==> src/rtl/ifu_fetch.sv <==
// Instruction fetch unit: holds the PC, fetches one word per instruction over req/ack,
// and selects the next PC on commit. Optional counters enabled by IFU_PERF_CNT_EN.
module ifu_fetch #(
  parameter logic [31:0] RESET_PC = 32'h0000_0000,
  parameter logic [31:0] NOP_INST = 32'h0000_0013
) (
  input  logic        clk,
  input  logic        rstn,
  input  logic [2:0]  npc_op,
  input  logic [31:0] imm,
  input  logic [31:0] alu_out,
  input  logic        commit,
  output logic        imem_req,
  output logic [31:0] imem_addr,
  input  logic        imem_ack,
  input  logic [31:0] imem_rdata,
  output logic [31:0] pc,
  output logic [31:0] inst,
  output logic        inst_valid,
  output logic        fetch_fault
`ifdef IFU_PERF_CNT_EN
  ,
  output logic [31:0] perf_retired,
  output logic [31:0] perf_fetch_stall
`endif
);

  typedef enum logic [1:0] {S_FETCH, S_EXEC, S_HALT} state_t;

  state_t      state_reg, state_next;
  logic        req_reg;
  logic [31:0] pc_reg;
  logic [31:0] inst_reg;
  logic [31:0] target;
  logic        fetch_done;
  logic        commit_ok;
  logic        misaligned;

  // Ack only counts once the request is actually on the bus.
  assign fetch_done = (state_reg == S_FETCH) && req_reg && imem_ack;
  assign commit_ok  = (state_reg == S_EXEC) && commit;
  assign misaligned = (target[1:0] != 2'b00);

  always_comb begin
    target = pc_reg + 32'd4;
    if (npc_op[2])
      target = {alu_out[31:1], 1'b0};
    else if (npc_op[1] || npc_op[0])
      target = pc_reg + imm;
  end

  always_ff @(posedge clk or negedge rstn) begin
    if (!rstn)
      state_reg <= S_FETCH;
    else
      state_reg <= state_next;
  end

  always_comb begin
    state_next = state_reg;
    case (state_reg)
      S_FETCH: if (fetch_done) state_next = S_EXEC;
      S_EXEC:  if (commit_ok)  state_next = misaligned ? S_HALT : S_FETCH;
      S_HALT:  state_next = S_HALT;
      default: state_next = S_HALT;
    endcase
  end

  // The request register follows the next state so a fresh fetch starts the cycle after commit.
  always_ff @(posedge clk or negedge rstn) begin
    if (!rstn) begin
      req_reg  <= 1'b0;
      pc_reg   <= RESET_PC;
      inst_reg <= NOP_INST;
    end else begin
      req_reg <= (state_next == S_FETCH);
      if (fetch_done)
        inst_reg <= imem_rdata;
      if (commit_ok && !misaligned)
        pc_reg <= target;
    end
  end

  always_comb begin
    imem_req    = req_reg;
    imem_addr   = pc_reg;
    pc          = pc_reg;
    inst_valid  = (state_reg == S_EXEC);
    inst        = (state_reg == S_EXEC) ? inst_reg : NOP_INST;
    fetch_fault = (state_reg == S_HALT);
  end

`ifdef IFU_PERF_CNT_EN
  logic [31:0] retired_reg;
  logic [31:0] stall_reg;

  always_ff @(posedge clk or negedge rstn) begin
    if (!rstn) begin
      retired_reg <= 32'd0;
      stall_reg   <= 32'd0;
    end else begin
      if (commit_ok)
        retired_reg <= retired_reg + 32'd1;
      if ((state_reg == S_FETCH) && req_reg && !imem_ack)
        stall_reg <= stall_reg + 32'd1;
    end
  end

  assign perf_retired     = retired_reg;
  assign perf_fetch_stall = stall_reg;
`endif

endmodule

==> config.mk <==
export PLATFORM = sky130hd
export DESIGN_NAME = ifu_fetch
export DESIGN_NICKNAME = d
export VERILOG_FILES = /design/src/rtl/ifu_fetch.sv
export SDC_FILE = /design/constraint.sdc
export NUM_CORES = 1
export LEC_CHECK = 0
export CORE_AREA = 2 2 122 124
export CTS_BUF_LIST = sky130_fd_sc_hd__clkbuf_4 sky130_fd_sc_hd__clkbuf_8
export DETAILED_ROUTE_END_ITERATION = 6
export DIE_AREA = 0 0 124 126
export PLACE_DENSITY = 0.74
export SYNTH_ARGS = -nofsm -noshare
export SYNTH_HDL_FRONTEND = slang
export SYNTH_SLANG_ARGS = --single-unit
==> constraint.sdc <==
create_clock -name clk -period 3.4 [get_ports clk]
set_clock_uncertainty 0.1 [all_clocks]
set_input_delay 0.68 -clock clk [delete_from_list [all_inputs] [get_ports clk]]
set_output_delay 0.68 -clock clk [all_outputs]
set_load 0.1 [all_outputs]
## After elaboration in Yosys (flattened, before gate mapping)

Cells that the tools add are included.

- Register bits: 67
- Latch bits: 0
- Bits in writable memories: 0
- Bits in read-only memories: 0
- Bits of input ports: 103
- Output and inout bits: 99
- Word-level logic and storage cells: 24
- Memories kept: 0

- $add $sub $neg: 2
- Multiply operators: 0
- Divide/modulo/power cells: 0
- Magnitude comparators: 0
- Equal/unequal tests: 2
- Shifts and indexed selects: 0
- Muxes and demuxes: 7
- Bitwise operators: 0
- Reductions and logical operators: 9

Operators by type and width:

| cell | number |
|---|---|
| $mux W32 | 3 |
| $add A32 B3 Y32 const B | 1 |
| $add A32 B32 Y32 | 1 |
| $mux W2 | 3 |
| $logic_and A1 B1 Y1 | 4 |
| $logic_not A2 Y1 | 2 |
| $pmux W2 S2 | 1 |
| $eq A2 B1 Y1 const B | 1 |
| $eq A2 B2 Y1 const B | 1 |
| $reduce_bool A2 Y1 | 1 |
| $logic_not A1 Y1 | 1 |
| $logic_or A1 B1 Y1 | 1 |

## Logic depth before layout (Yosys ltp)

Gate-level depths: netlist of the first run.

- Depth in word-level cells: 8
- Gate-level depth with buffers: 11
- Mapped depth without buffers: 10

## Worst setup path after synthesis of the first run

No wires, ideal clock.

- Path type: flip-flop to output port
- From: register state_reg[0]
- To: output inst[22]
- Arrival time: 2.627 ns
- Required time: 2.620 ns
- Slack: -0.007 ns
- Cell stages (with the launch flop): 5
- Path buffers: 2
- Cells stage by stage: dfrtp_1 nor2b_1 clkbuf_1 clkbuf_1 and2_1

- Longest elaborated chain between the ends: 2

Ends and longest elaborated chain:

| item | RTL line | text |
|---|---|---|
| start: declaration | 30 | `state_t state_reg, state_next;` |
| start signal: assignment | 56 | `state_reg <= state_next;` |
| $eq A2 B1 Y1 | - |  |
| named net inst_valid | 19 | `output logic inst_valid,` |
| $mux W32 | 89 | `inst = (state_reg == S_EXEC) ? inst_reg : NOP_INST;` |
| end: declaration | 18 | `output logic [31:0] inst,` |

The timed path passes the listed nets, and every way through them passes these cells.

## Worst setup path in the final report of the first run

- From: input imm[0]
- To: register pc_reg[12] (netlist: imem_addr[12])

- Longest elaborated chain between the ends: 6

Ends and longest elaborated chain:

| item | RTL line | text |
|---|---|---|
| start: declaration | 10 | `input logic [31:0] imm,` |
| $add A32 B32 Y32 (*) | 49 | `target = pc_reg + imm;` |
| $mux W32 (*) | 48 | `else if (npc_op[1] \|\| npc_op[0])` |
| $mux W32 (*) | 46 | `if (npc_op[2])` |
| $reduce_bool A2 Y1 | 42 | `assign misaligned = (target[1:0] != 2'b00);` |
| $logic_not A1 Y1 | 79 | `if (commit_ok && !misaligned)` |
| $logic_and A1 B1 Y1 | 79 |  |
| end signal: assignment | 80 | `pc_reg <= target;` |
| end: declaration | 32 | `logic [31:0] pc_reg;` |

Every way passes the cells marked *; elsewhere a longest branch is shown, timed or not.
A chain may end at the register's enable or synchronous reset.

==> summary.md, run 1 <==
| Metric | Value |
|---|---|
| Layout Nets | `1047` |
| Achievable frequency | `306.6 MHz` |
| Clock root buffer | `clkbuf_8` |
| Synth Register Bits | `67` |
| Placement Rows | `44` |
| Post-CTS Setup Bufs | `0` |
| CTS sink count | `67` |
| I/O pin cnt | `202` |
| HPWL Detailed | `14800 um` |
| Final wirelength | `19360 um` |
| Crit Path Category | `in -> reg` |
| Fin crit period | `3.262 ns` |
| Worst Max-Slew Pin Slew | `0.7490 ns` |
| Power Density | `1055 nW/um^2` |
| Vias/cell | `5.506` |
| CTS H-tree depth | `3` |
| Largest net degree at the start of global routing | `43` |
| Synthesis-to-finish area growth | `37.69%` |
| RePlAce Congestion | `0.9383` |
| Share of cells above drive strength 1 | `25.76%` |
| Initial antenna violation count | `0` |
| Initial drt markers | `365` |
| Tcrit/Tclk final | `95.93%` |
| Final instance area | `8177 um^2` |
| Final setup TNS | `0 ns` |
| Cell Area, Synth | `5938 um^2` |
| Num CTS Buffers | `9` |
| Synthesized instance count | `705` |
| Wirelength per Cell | `17.60 um` |
| Initial Util | `41.49%` |
| Hold crit path type | `in -> async` |
| Crit path capture type | `flip-flop` |
| Slew HR | `49.88%` |
| RSZ-0062 raised after global routing | `no` |
| Synth Flop Type | `dfrtp_1` |
| Area of the core | `14310 um^2` |
| Placed Area | `8000 um^2` |
| Die ar. | `15620 um^2` |
| Placement Setup Slack | `-0.2166 ns` |
| Port Buf Inserts | `200` |
| Reg2reg setup slack | `0.40 ns` |
| Synthesized net count | `841` |
| Die height | `126 um` |
| Critical Path RT | `3.58 ns` |
| Post-synthesis async set-or-reset flop share | `100.0%` |
| Pre-antenna DRT Iters | `5` |
| Status | `finished, final reports clean` |
| Seq/Total Area, Yosys | `28.30%` |
| Die Wd | `124 um` |
| Post-CTS sizing | `0` |
| Leak | `3.735 nW` |
| Post-Syn Area per Cell | `8.423 um^2` |
| ANT nets after route | `0` |
| Post-route worst setup slack | `0.1382 ns` |
| Clk_lat worst skew | `0.38 ns` |
| Overall Power | `8.624 mW` |
| Final setup violation count | `0` |
| Antenna cells | `0` |
| Post-CTS Hold Buffers | `0` |
| Total of max-cap violations | `0` |
| Worst Reg-to-Reg Cells | `11` |
| Via count | `6057` |
| Yosys cell types | `77` |
| Clock Path Buffers | `2` |
| Placed Instances | `1084` |
| Final hold violations | `0` |
| Ys Warns | `0` |
| Setup crit start kind | `input port` |
| CP Data Arrival Time | `3.44 ns` |
| GRT Total Usage | `24.95%` |
| Critical path fanouts, max | `6` |
| Fin cells | `1100` |
| CTS clk-pin slew, worst paths | `0.09 ns` |
| IR Drop Worst-Case VDD | `0.6348 mV` |
| First-pass GRT wire length | `30100 um` |
| Fin. max-slew vios | `0` |
| Total gr overflow | `0` |
| CTS tree | `built` |
| Drc violations | `0` |
| FF-to-FF Start | `imem_addr[0]` |
| Post-synth EDFFs | `0` |
| FF-to-FF End | `imem_addr[12]` |
| Vias in the first global route | `5755` |
## synthesized netlist by cell type (4+ instances only)
cell,number,area (um^2)
nand2_1,65,244.0
dfrtp_1,64,1602
nor2_1,54,202.7
a21oi_1,53,265.3
o21ai_0,39,195.2
and2_1,36,225.2
mux2_2,34,382.9
buf_4,32,240.2
ha_1,32,400.4
a21o_1,23,172.7
nand3_1,23,115.1
clkbuf_1,21,78.83
xor2_1,20,175.2
xnor2_1,16,140.1
a211oi_1,13,97.59
inv_1,11,41.29
nand4_1,11,68.82
nor3_1,11,55.05
and3_1,10,62.56
o21bai_1,9,67.56
nand2b_1,8,50.05
o211ai_1,8,60.06
a31oi_1,6,37.54
o22ai_1,6,37.54
buf_2,5,25.02
mux2i_1,5,50.05
o21a_1,5,37.54
a22oi_1,4,30.03
nor4_1,4,25.02
o21ai_1,4,20.02
o31ai_1,4,30.03
## logic make-up (layout without fill, tap and decap cells)
kind of cell | Yosys count | after routing | share of synthesized area (%)
XOR/XNOR | 36 | 36 | 5.310
adder cells (fa/ha/maj) | 33 | 33 | 7.080
multiplexers | 39 | 39 | 7.290
flip-flops | 67 | 67 | 28.30
AND/OR/NAND/NOR | 246 | 246 | 21.03
AO/OA/AOI/OAI | 208 | 208 | 23.62
buffers and inverters | 76 | 287 | 7.374
## through the flow
stage          hold WS [ns]  util, %
3_3_place_gp         0.3801    55.89
5_1_grt              0.2774    57.12
3_5_place_dp         0.3867    55.89
2_1_floorplan        0.2844        -
4_1_cts              0.2572    57.12
6_report             0.2375    57.12
## report_power, final
part           switching [mW]  internal, mW
Combinational            4.42          1.95
Sequential              0.433          1.18
Clock                   0.374         0.270
Total                    5.23          3.40
## worst max path at each step
stage | endpoint | from | cells past startpoint
3_5_place_dp | imem_addr[12] | imm[0] | 12
5_1_grt | imem_addr[12] | imm[0] | 12
3_3_place_gp | imem_addr[30] | imm[0] | 11
6_report | imem_addr[12] | imm[0] | 12
4_1_cts | imem_addr[12] | imm[0] | 12
2_1_floorplan | imem_addr[30] | imem_addr[7] | 9
## final cells by class
cell class / instances / area [um^2]
sequential: 67 / 1680
inverter: 12 / 45.04
timing repair buffer: 259 / 2217
clock buffer: 9 / 123.9
tap: 184 / 230.2
multi-input combinational: 562 / 3827
clock inverter: 7 / 52.55
fill: 1377 / 6137
## cell usage in the layout (no fill, tap or decap), types with 3 or more instances in the layout
master,n
buf_4,156
clkdlybuf4s50_1,100
nand2_1,65
dfrtp_1,64
nor2_1,54
a21oi_1,53
o21ai_0,39
and2_1,36
mux2_2,34
ha_1,32
a21o_1,23
nand3_1,23
xor2_1,20
xnor2_1,16
a211oi_1,13
inv_1,11
nand4_1,11
and3_1,10
nor3_1,10
o21bai_1,9
clkbuf_8,9
nand2b_1,8
o211ai_1,8
a31oi_1,6
o22ai_1,6
o21a_1,5
mux2i_1,5
nor4_1,4
o31ai_1,4
o21ai_1,4
a22oi_1,4
nand3b_1,3
o221ai_1,3
a211o_1,3
o31a_1,3
dfstp_2,3
## worst max-delay path, cell delays in order
cell and delay (ns):
clkdlybuf4s50_1 0.40, ha_1 0.22, fa_1 0.43, nor2_1 0.12
a211oi_1 0.08, a21oi_1 0.26, nand3_2 0.21, buf_4 0.21
nor2_1 0.34, buf_4 0.21, o21ai_0 0.08, o21ai_0 0.19
## routing by layer
layer  routed length (um)  GRT usage (%)  vias to the layer above
met2                 9238          40.63                      210
met4                  469          9.716                        0
met3                 1287          4.348                       33
met1                 8360          32.80                     2858
li1                     -              -                     2956
met5                    0              0                        -
Power figures use the tool's default switching activity.
==> inputs of run 2 (changes only) <==
--- a/config.mk
+++ b/config.mk
@@ -9,6 +9,7 @@
 export CTS_BUF_LIST = sky130_fd_sc_hd__clkbuf_4 sky130_fd_sc_hd__clkbuf_8
 export DETAILED_ROUTE_END_ITERATION = 6
 export DIE_AREA = 0 0 124 126
+export HOLD_SLACK_MARGIN = 0.03
 export PLACE_DENSITY = 0.74
 export SYNTH_ARGS = -nofsm -noshare
 export SYNTH_HDL_FRONTEND = slang
==> results of run 2 <==
No change in the layout: final DEF, timing and power equal those of run 1.
==> inputs of run 3 (changes only) <==
--- a/config.mk
+++ b/config.mk
@@ -9,7 +9,7 @@
 export CTS_BUF_LIST = sky130_fd_sc_hd__clkbuf_4 sky130_fd_sc_hd__clkbuf_8
 export DETAILED_ROUTE_END_ITERATION = 6
 export DIE_AREA = 0 0 124 126
-export HOLD_SLACK_MARGIN = 0.03
+export HOLD_SLACK_MARGIN = 0.15
 export PLACE_DENSITY = 0.74
 export SYNTH_ARGS = -nofsm -noshare
 export SYNTH_HDL_FRONTEND = slang
==> constraint.sdc (replaced) <==
create_clock -name clk -period 3.03 [get_ports clk]
set_clock_uncertainty 0.1 [all_clocks]
set_input_delay 0.606 -clock clk [delete_from_list [all_inputs] [get_ports clk]]
set_output_delay 0.606 -clock clk [all_outputs]
set_load 0.1 [all_outputs]
==> summary.md, run 3 (synthesized netlist as in run 1, its figures left out) <==
| Metric | Value |
|---|---|
| Status | `finished, final reports clean` |
| Reg2reg setup slack | `0.30 ns` |
| FF-to-FF Start | `imem_addr[10]` |
| WP buf/inv | `2` |
| Total gr overflow | `0` |
| I/O pin cnt | `202` |
| Clock root buffer | `clkbuf_8` |
| Share of cells above drive strength 1 | `31.54%` |
| Placed Instances | `1133` |
| CTS tree | `built` |
| Multi-input gate area | `3894 um^2` |
| Fin cells | `1151` |
| Critical Path RT | `3.18 ns` |
| Hold crit path type | `reg -> reg` |
| CTS H-tree depth | `3` |
| CP cell instances | `clkdlybuf4s50_1 > ha_1 > nand2_1 > buf_4 > o41ai_4 > a21oi_1 > o21bai_1 > nor4b_1 > a211o_1` |
| Worst Reg-to-Reg Cells | `8` |
| Clock Path Buffers | `2` |
| Leak | `4.080 nW` |
| Initial Util | `41.49%` |
| Initial antenna violation count | `0` |
| Worst Max-Slew Pin Slew | `0.5773 ns` |
| Via count | `6339` |
| Top delay family on crit path | `compound AO/OA/AOI/OAI gates` |
| HPWL Detailed | `15840 um` |
| Max incr delay on CP | `0.57 ns` |
| Placement Rows | `44` |
| Most common cell after layout, fill and taps aside | `buf_4` |
| Final hold violations | `0` |
| Overall Power | `10.40 mW` |
| Vias/cell | `5.507` |
| Largest net degree at the start of global routing | `45` |
| Total of max-cap violations | `0` |
| Initial drt markers | `465` |
| Sequential standard cell area | `1690 um^2` |
| Layout Nets | `1098` |
| Drc violations | `0` |
| Crit path capture type | `flip-flop` |
| RSZ-0062 raised after global routing | `yes` |
| First-pass GRT wire length | `31510 um` |
| Final setup TNS | `0 ns` |
| CTS clk-pin slew, worst paths | `0.08 ns` |
| Most frequent cells in the layout | `buf_4, clkdlybuf4s50_1, nand2_1, dfrtp_1, nor2_1` |
| Achievable frequency | `341.8 MHz` |
| Die Wd | `124 um` |
| CTS sink count | `67` |
| Fin crit period | `2.926 ns` |
| Die height | `126 um` |
| RePlAce Congestion | `0.9662` |
| Final setup violation count | `0` |
| Num CTS Buffers | `9` |
| Area of the core | `14310 um^2` |
| Hold Path End | `inst_reg[30]` |
| Vias in the first global route | `6172` |
| GRT Total Usage | `25.76%` |
| Clk_lat worst skew | `0.36 ns` |
| FF-to-FF End | `imem_addr[17]` |
| Die ar. | `15620 um^2` |
| IR Drop Worst-Case VDD | `0.8000 mV` |
| Tcrit/Tclk final | `96.57%` |
| Worst hold path startpoint | `inst_reg[30]` |
| Slew HR | `61.11%` |
| Final core occ | `63.16%` |
| Antenna cells | `0` |
| CP max stage cell | `o41ai_4` |
| CP Data Arrival Time | `3.08 ns` |
| Wirelength per Cell | `17.28 um` |
| Placement Setup Slack | `-0.4469 ns` |
| Fin. max-slew vios | `0` |
| Setup crit start kind | `input port` |
| Pre-antenna DRT Iters | `7` |
| Post-route worst setup slack | `0.1041 ns` |
| Critical path fanouts, max | `4` |
| Hold depth | `1` |
| Final wirelength | `19890 um` |
| FILL cells | `1211` |
| Port Buf Inserts | `200` |
| Power Density | `1150 nW/um^2` |
| Crit Path Category | `in -> reg` |
| ANT nets after route | `0` |
| Synthesis-to-finish area growth | `52.25%` |
[run 3: cell count changes in the layout (fill, tap and decap cells not counted), sizes merged]
cell	before	now
dlygate4sd3	0	1
buf	159	209
clkinvlp	1	2
clkinv	5	4
inv	13	12
bufinv	0	1
[run 3: metrics by stage]
stage	instance area [um^2]	hold slack, ns
finish	9041	0.4018
global route	9041	0.4146
CTS	8969	0.4063
detailed placement	8753	0.3866
global placement	8753	0.3797
floorplan	5949	0.2104
[run 3: worst max-delay path by stage]
stage | start | cells after the start | to
2_1_floorplan | imem_addr[11] | 8 | imem_addr[30]
3_3_place_gp | imm[0] | 11 | imem_addr[30]
3_5_place_dp | imm[0] | 11 | imem_addr[30]
4_1_cts | imm[0] | 12 | imem_addr[18]
5_1_grt | imm[0] | 11 | imem_addr[27]
6_report | imm[11] | 9 | imem_addr[17]
[run 3: area by class of cell]
type                    count  share of cell area [%]
repair buffers            310                   32.98
flip-flops and latches     67                   18.70
clock buffers               9                   1.370
clock inverters             7                  0.8442
multi-input cells         562                   43.07
well taps                 184                   2.546
inverters                  12                  0.4982
[run 3: what timing repair did]
item                                    4_1_cts  5_1_grt
buffers inserted                              0        1
hold endpoints to repair                      9        0
gates resized for setup                       1       16
endpoints found under the setup margin        1       19
hold buffers                                  1        0
pin swaps                                     0        6
[run 3: layer usage]
metal  share of wire (%)  track usage (%)  vias to the layer above
met2                  47            41.11                      264
met4                 1.9            9.121                        0
met5                   0                0                        -
li1                    -                -                     3062
met3                 8.0            4.755                       28
met1                  43            34.82                     2985
[run 3: power breakdown]
| part | leakage [nW] | internal, mW | switching, mW |
|---|---|---|---|
| Clock | 0.0958 | 0.384 | 0.404 |
| Sequential | 0.804 | 1.33 | 0.396 |
| Combinational | 3.18 | 2.62 | 5.27 |
